<file path="config.mk">
export PLATFORM = sky130hd
export DESIGN_NAME = fetch_unit
export DESIGN_NICKNAME = d
export VERILOG_FILES = /design/src/rtl/fetch_unit.sv
export SDC_FILE = /design/constraint.sdc
export NUM_CORES = 1
export LEC_CHECK = 0
export CAP_MARGIN = 20
export CORE_MARGIN = 2
export CORE_UTILIZATION = 60
export CTS_CLUSTER_SIZE = 16
export DETAILED_ROUTE_END_ITERATION = 6
export MAX_ROUTING_LAYER = met4
export PLACE_DENSITY = 0.95
export SLEW_MARGIN = 20
export SYNTH_ARGS = -nofsm -noshare
export SYNTH_HDL_FRONTEND = slang
export SYNTH_SLANG_ARGS = --single-unit
</file>
<file path="constraint.sdc">
create_clock -name clk -period 8.3 [get_ports clk]
set_input_delay 2.075 -clock clk [delete_from_list [all_inputs] [get_ports clk]]
set_output_delay 2.075 -clock clk [all_outputs]
set_load 0.005 [all_outputs]
</file>
<file path="src/rtl/fetch_unit.sv">
// Instruction-fetch front end: sequential PC generation, in-order response buffering,
// and redirect handling that flushes buffered words and discards stale in-flight responses.
module fetch_unit #(
  parameter logic [31:0] RESET_PC   = 32'h0000_0000,
  parameter int unsigned FIFO_DEPTH = 4
) (
  input  logic        clk,
  input  logic        rst,
  input  logic        br_ctrl,
  input  logic [31:0] br_pc,
  output logic        imem_req_valid,
  input  logic        imem_req_ready,
  output logic [31:0] imem_req_addr,
  input  logic        imem_resp_valid,
  input  logic [31:0] imem_resp_data,
  output logic        if_valid,
  output logic [31:0] if_pc,
  output logic [31:0] if_inst,
  input  logic        id_ready
);

  localparam int unsigned      PTR_W   = $clog2(FIFO_DEPTH);
  localparam int unsigned      CNT_W   = PTR_W + 1;
  localparam logic [31:0]      NOP     = 32'h0000_0013;
  localparam logic [CNT_W-1:0] CNT_ONE = CNT_W'(1);
  localparam logic [CNT_W-1:0] DEPTH_C = CNT_W'(FIFO_DEPTH);
  localparam logic [PTR_W-1:0] PTR_ONE = PTR_W'(1);

  function automatic logic [31:0] word_align(input logic [31:0] addr);
    return addr & 32'hFFFF_FFFC;
  endfunction

  logic [31:0]      pc_q, pc_d;
  logic [31:0]      resp_pc_q, resp_pc_d;
  logic [31:0]      hold_pc_q;
  logic [CNT_W-1:0] inflight_q, inflight_d;
  logic [CNT_W-1:0] discard_q, discard_d;
  logic [CNT_W-1:0] count_q, count_d;
  logic [PTR_W-1:0] rd_ptr_q, rd_ptr_d;
  logic [PTR_W-1:0] wr_ptr_q, wr_ptr_d;
  logic [31:0]      pc_mem   [FIFO_DEPTH];
  logic [31:0]      inst_mem [FIFO_DEPTH];

  logic             req_fire;
  logic             push;
  logic             pop;
  logic [CNT_W:0]   occupancy;

  // In-flight plus buffered words never exceed the buffer, so a push can never overflow.
  assign occupancy      = {1'b0, inflight_q} + {1'b0, count_q};
  assign imem_req_valid = !rst && !br_ctrl && (occupancy < {1'b0, DEPTH_C});
  assign imem_req_addr  = pc_q;
  assign req_fire       = imem_req_valid && imem_req_ready;

  assign if_valid = (count_q != '0);
  assign if_pc    = if_valid ? pc_mem[rd_ptr_q]   : hold_pc_q;
  assign if_inst  = if_valid ? inst_mem[rd_ptr_q] : NOP;

  assign push = imem_resp_valid && !br_ctrl && (discard_q == '0);
  assign pop  = if_valid && id_ready && !br_ctrl;

  always_comb begin
    pc_d       = pc_q;
    resp_pc_d  = resp_pc_q;
    inflight_d = inflight_q;
    discard_d  = discard_q;
    count_d    = count_q;
    rd_ptr_d   = rd_ptr_q;
    wr_ptr_d   = wr_ptr_q;

    if (req_fire && !imem_resp_valid) begin
      inflight_d = inflight_q + CNT_ONE;
    end else if (!req_fire && imem_resp_valid) begin
      inflight_d = inflight_q - CNT_ONE;
    end

    if (br_ctrl) begin
      // Every request still outstanding after this cycle belongs to the old path.
      pc_d      = word_align(br_pc);
      resp_pc_d = word_align(br_pc);
      discard_d = imem_resp_valid ? (inflight_q - CNT_ONE) : inflight_q;
      count_d   = '0;
      rd_ptr_d  = '0;
      wr_ptr_d  = '0;
    end else begin
      if (req_fire) begin
        pc_d = pc_q + 32'd4;
      end
      if (imem_resp_valid && (discard_q != '0)) begin
        discard_d = discard_q - CNT_ONE;
      end
      if (push) begin
        resp_pc_d = resp_pc_q + 32'd4;
        wr_ptr_d  = wr_ptr_q + PTR_ONE;
      end
      if (pop) begin
        rd_ptr_d = rd_ptr_q + PTR_ONE;
      end
      if (push && !pop) begin
        count_d = count_q + CNT_ONE;
      end else if (pop && !push) begin
        count_d = count_q - CNT_ONE;
      end
    end
  end

  always_ff @(posedge clk or posedge rst) begin
    if (rst) begin
      pc_q       <= RESET_PC;
      resp_pc_q  <= RESET_PC;
      hold_pc_q  <= 32'h0000_0000;
      inflight_q <= '0;
      discard_q  <= '0;
      count_q    <= '0;
      rd_ptr_q   <= '0;
      wr_ptr_q   <= '0;
    end else begin
      pc_q       <= pc_d;
      resp_pc_q  <= resp_pc_d;
      hold_pc_q  <= if_pc;
      inflight_q <= inflight_d;
      discard_q  <= discard_d;
      count_q    <= count_d;
      rd_ptr_q   <= rd_ptr_d;
      wr_ptr_q   <= wr_ptr_d;
    end
  end

  // Buffer storage carries data only; validity is tracked by count_q.
  always_ff @(posedge clk) begin
    if (push) begin
      pc_mem[wr_ptr_q]   <= resp_pc_q;
      inst_mem[wr_ptr_q] <= imem_resp_data;
    end
  end

  resp_has_owner: assert property (@(posedge clk) disable iff (rst)
    imem_resp_valid |-> (inflight_q != '0));
  discard_bounded: assert property (@(posedge clk) disable iff (rst)
    discard_q <= inflight_q);
  occupancy_bounded: assert property (@(posedge clk) disable iff (rst)
    occupancy <= {1'b0, DEPTH_C});

endmodule

</file>
==> metrics, run 1 <==
largest net degree at the start of global routing 76; Via density 6.114; Pwr per Cell Area 309.4 nW/um2; CTS root buf clkbuf_16; Rows 56; CTS tree done; clk_lat worst skew 0.52 ns; Inst Count DP 1401; Peak VDD IR 0.0002189 V; Synth cell types 52; Critical Path Slowest Stage Cell clkdlybuf4s50_1; CTS Sinks 353; fill count 1356; initial antenna violation count 0; DR pass1 iterations 5; Leakage 6.265 nW; cell area after synthesis 14520 um2; xor/xnor cell area share of the yosys netlist 0.02775; Layout area overhead 21.37%; highest metal used met4; Placer Congestion 0.8773; antenna viol nets, final 0; DIE AREA 25460 um2; total gr overflow 0; max_slew headroom 0.3311; wire length on met3 2617 um; reg-to-reg critical path startpoint inflight_q[2]; Resize count post-CTS 0; crit path cell chain clkdlybuf4s50_1 > or4_4 > nor3_1 > clkdlybuf4s50_1; mux contribution to synthesized area 0.1025; Initial Utilization 0.6148; CP required 6.23 ns; drt initial violations 1065; core area 23610 um2; worst path buffer plus inverter count 2; Post-synth EDFFs 248; CTS buffer count 36; Die Ht 159.6 um; slowest stage delay, CP 0.54 ns; synthesized netlist cell count 958; Max FO, Critical Path 2; Final Skew 0.02161 ns; clock buffer depth 3; post-synth top area share 0.5130; Setup violations, final 0; # DRC 0; sequential area share after synthesis 0.6940; Hold-fix buffers, CTS 0; post-route design area 17620 um2; Post-Route WL 32100 um; Async SR Flop Fraction 0.2975; total track usage 0.2659; HP Class flop to flop; Synth Area in Adders 0.01258; RSZ-0062 raised after global routing false; crit-path most repeated cell clkdlybuf4s50_1; hold path start hold_pc_q[12]; global-route wire length before repair 50990 um; Synth Area per Inst 15.15 um2; period utilisation layout 0.7059; Crit path max-delay family buffers and inverters; Seq cells post-synth 353; crit path capture type output port; ys flop type edfxtp_1; Die Span X 159.6 um; DR WL met2 15890 um; data arrival time of the critical path 3.78 ns; YS warnings 0; number of global-route vias before repair 8972; Setup TNS 0 ns; port bufs 163; # IOs 168; crit start category primary input; largest family of logic cells by synthesized area simple AND/OR/NAND/NOR gates; H-tree Lvls 2; Post-DP Area 16440 um2; Final Slew Violations 0; metal1 wirelength 12980 um; routed vias 8963; max-cap viol count 0; clock slew at reported path FFs 0.06 ns; drt wl/cell 21.90 um; Synth Area in Simple Gates 0.1039; status complete, no violations; most frequent cells in the layout 248 x edfxtp_1, 162 x clkdlybuf4s50_1, 149 x nand2_1; # diodes 0; Area contributors post-synth edfxtp_1 51%, dfrtp_1 18%, mux4_2 9.6%; endpoints failing hold 0; most common cell after layout, fill and taps aside edfxtp_1; post-layout minimum cycle time 5.859 ns; Synth area leader edfxtp_1; Crit Path Category primary input to output port; WHS 0.4650 ns; crit path launch rst; post-CTS setup buffer count 0; Slew @ Worst Pin 1.002 ns; HPWL after detailed placement 19460 um; filler-free cell count of the finished design 1466; Max Fclk 170.7 MHz; Synth Area in Compound Gates 0.03818; layout cells sized above 1 0.1308; Nets 1204
-- synthesized netlist by cell type (9+ instances only) --
| library cell | instances |
|---|---|
| a21oi_1 | 9 |
| buf_1 | 9 |
| edfxtp_1 | 248 |
| and2_1 | 33 |
| nor2_1 | 25 |
| xor2_1 | 20 |
| and3_1 | 15 |
| nor3_1 | 15 |
| dfrtp_1 | 105 |
| nand3_1 | 22 |
| inv_1 | 23 |
| ha_1 | 13 |
| mux4_2 | 62 |
| xnor2_1 | 26 |
| o21ai_0 | 40 |
| nand4_1 | 15 |
| nand2_1 | 149 |
| clkbuf_1 | 38 |
-- layout make-up --
cell class                 count  area (um2)  share of cell area
inverter                      24       92.59            0.005255
sequential                   353       10080              0.5721
multi-input combinational    530        4154              0.2358
tap                          319       399.1             0.02265
clock buffer                  51        1030             0.05844
timing repair buffer         175        1717             0.09743
clock inverter                14       147.6            0.008380
-- registers in the layout, indices dropped and copies added, names as in the netlist --
| register | count |
|---|---|
| pc_mem | 120 |
| imem_req_addr | 30 |
| discard_q | 3 |
| wr_ptr_q | 2 |
| inst_mem | 128 |
| inflight_q | 3 |
| hold_pc_q | 32 |
| resp_pc_q | 30 |
| count_q | 3 |
| rd_ptr_q | 2 |
-- final timing paths --
path	slack [ns]	to	cells past startpoint
max in group asynchronous	4.91	rd_ptr_q[0]	3
worst max-delay path	2.44	imem_req_valid	4
worst min register to register	0.47	hold_pc_q[12]	2
worst min-delay path	0.47	hold_pc_q[12]	2
worst max register to register	4.91	imem_req_addr[20]	7
min in group asynchronous	1.95	imem_req_addr[14]	2
-- report_power, final --
group / total (mW) / switching, mW / internal [mW]
Clock: 1.60 / 0.639 / 0.959
Sequential: 2.25 / 0.174 / 2.07
Combinational: 1.61 / 0.745 / 0.864
Total: 5.45 / 1.56 / 3.89
-- per-layer routing --
| metal | global-route usage | up-vias |
|---|---|---|
| met5 | - | - |
| met2 | 0.4258 | 533 |
| met4 | 0.06860 | 0 |
| met3 | 0.03803 | 61 |
| met1 | 0.3665 | 4464 |
| li1 | - | 3905 |
-- cell families after synthesis --
| kind of cell | Yosys count |
|---|---|
| flops | 353 |
| xor+xnor | 46 |
| simple gates | 310 |
| compound gates | 88 |
| buf+inv | 76 |
| other cells | 1 |
| fa+ha+maj | 14 |
| mux | 70 |
-- through the flow --
stage | utilization | power [mW] | setup slack [ns]
finish | 0.7462 | 5.452 | 2.441
global route | 0.7462 | 5.709 | 2.366
CTS | 0.7462 | 5.492 | 2.438
detailed placement | 0.6963 | 3.882 | 2.452
global placement | 0.6963 | 3.810 | 2.476
floorplan | - | 3.031 | 3.437
-- worst register-to-register path: cells and delay by family, from the launching register on --
kind                       cells  cell delay, ns
adders and majority gates      1            0.30
buffers and inverters          1            0.57
and+or+nand+nor                3            1.55
DFF                            1            0.42
AOI/OAI and AO/OA              2            0.41
No activity file was read; power rests on OpenSTA's default activity.
==> run 2, diff against run 1 <==
CORE_UTILIZATION = 51   (was 60)
PLACE_DENSITY = 0.88   (was 0.95)
clock period = 5.05 ns   (was 8.3 ns; I/O delays follow)
==> metrics, run 2 (same netlist as run 1, synthesis figures left out) <==
# diodes 0 (unchanged); # IOs 168 (unchanged); initial antenna violation count 0 (unchanged); global-route wire length before repair 49670 um (-2.6%); Setup violations, final 0 (unchanged); Final Skew 0.01161 ns (-0.01000 ns); Layout area overhead 21.89%; Die Span X 172.7 um (+8.3%); worst setup margin 0.8017 ns (-1.639 ns); total track usage 0.2181 (-0.04781); fill count 1956 (+44%); largest net degree at the start of global routing 87 (+14%); Leakage 6.255 nW (-0.16%); CTS tree done; Pwr per Cell Area 496.0 nW/um2 (+60%); data arrival time of the critical path 2.99 ns (-0.79 ns); max_slew headroom 0.4412 (+0.1101); Crit Path Category primary input to output port; clock slew at reported path FFs 0.06 ns (about the same); Critical Path Slowest Stage Cell clkdlybuf4s50_1; post-CTS setup buffer count 0 (unchanged); routed vias 8855 (-1.2%); HP Class flop to flop; Peak VDD IR 0.0003112 V (+42%); most common cell after layout, fill and taps aside edfxtp_1; Die Ht 172.7 um (+8.3%); layout cells sized above 1 0.1381 (+0.007365); # DRC 0 (unchanged); worst path buffer plus inverter count 2 (unchanged); drt wl/cell 20.36 um (-7.0%); crit-path most repeated cell clkdlybuf4s50_1; Resize count post-CTS 0 (unchanged); Hold-fix buffers, CTS 0 (unchanged); total gr overflow 0 (unchanged); Via density 5.791 (-5.3%); Post-Route WL 31130 um (-3.0%); period utilisation layout 0.8413; CTS root buf clkbuf_16; drt initial violations 1079 (+1.3%); antenna viol nets, final 0 (unchanged); Largest regs inst_mem: 128 flops, pc_mem: 120 flops, hold_pc_q: 32 flops; CTS Sinks 353 (unchanged); H-tree Lvls 2 (unchanged); Max FO, Critical Path 2 (unchanged); Seq. cell area 10080 um2 (unchanged); max-cap viol count 0 (unchanged); CP required 3.79 ns (-2.44 ns); area of the multi-input gates 4154 um2 (unchanged); clock buffer depth 3 (unchanged); number of global-route vias before repair 8880 (-1.0%); DR pass1 iterations 5 (unchanged); HPWL after detailed placement 19140 um (-1.7%); RSZ-0062 raised after global routing false; Slew @ Worst Pin 0.8352 ns (-0.1671 ns); status complete, no violations; slowest stage delay, CP 0.53 ns (about the same); Layout Utilization 0.6335 (-0.1127); post-layout minimum cycle time 4.248 ns; Max Fclk 235.4 MHz; clk_lat worst skew 0.51 ns (about the same); Rows 61 (+8.9%); endpoints failing hold 0 (unchanged); dpl ws 0.8487 ns (-1.603 ns); most frequent cells in the layout 248 x edfxtp_1, 162 x clkdlybuf4s50_1, 149 x nand2_1; Nets 1208 (+0.33%); Final Slew Violations 0 (unchanged); Largest register FFs 128 (unchanged); Biggest register inst_mem; core area 27930 um2 (+18%); Setup TNS 0 ns (unchanged); Crit path max-delay family buffers and inverters; port bufs 163 (unchanged); DIE AREA 29830 um2 (+17%); Placer Congestion 0.8513 (-3.0%); CTS buffer count 36 (unchanged); crit path cell chain clkdlybuf4s50_1 > or4_4 > nor3_1 > clkdlybuf4s50_1; Initial Utilization 0.5197 (-0.09512); crit path capture type output port; crit start category primary input
## run 2: cell types whose count changed in the layout (fill, tap and decap cells not counted), moves of 2 or more
cell	before	now
clkbuf_16	38	36
clkinv_2	3	7
buf_12	0	5
bufinv_16	3	0
clkinv_1	7	2
inv_6	0	3
clkinvlp_4	0	3
## run 2: where the power goes
group / switching, mW / leakage, nW / total [mW] / internal [mW]
clock network: 1.05 / 0.528 / 2.43 / 1.37
logic: 1.23 / 2.22 / 2.68 / 1.45
registers: 0.268 / 3.51 / 3.67 / 3.40
## run 2: final timing paths
path                                    start                end  slack (ns)  depth (start not counted)
worst max-delay path                      rst     imem_req_valid        0.80                          4
worst min-delay path            hold_pc_q[12]      hold_pc_q[12]        0.46                          2
worst max register to register     count_q[2]  imem_req_addr[30]        1.86                          7
worst min register to register  hold_pc_q[12]      hold_pc_q[12]        0.46                          2
max in group asynchronous                 rst      hold_pc_q[31]        2.93                          3
min in group asynchronous                 rst   imem_req_addr[3]        1.32                          2
## run 2: worst min-delay path, cell delays in order (launching register included)
cell	delay, ns
dfrtp_1	0.32
nand2_1	0.04
nand2_1	0.07
## run 2: stage by stage
step                      hold WS (ns)  power [mW]  area [um2]  cells
after floorplan                 0.4554       4.981       14520    959
after global placement          0.4467       6.345       16610   1464
after detailed placement        0.4582       6.425       16610   1464
after CTS                       0.4725       8.867       17690   1529
after global routing            0.5001       9.220       17700   1529
final                           0.4645       8.778       17700   1529
## run 2: final cells by class
| type | instances | share of cell area |
|---|---|---|
| inverters | 24 | 0.005374 |
| clock buffers | 49 | 0.05536 |
| well taps | 378 | 0.02673 |
| multi-input cells | 530 | 0.2347 |
| repair buffers | 179 | 0.1022 |
| clock inverters | 16 | 0.005939 |
| flip-flops and latches | 353 | 0.5696 |
## run 2: layer usage
| layer | GRT usage | wire length (um) | up-vias |
|---|---|---|---|
| li1 | - | - | 3923 |
| met1 | 0.3066 | 13070 | 4434 |
| met2 | 0.3405 | 14990 | 445 |
| met3 | 0.03606 | 2506 | 53 |
| met4 | 0.04908 | 566 | 0 |
| met5 | - | 0 | - |
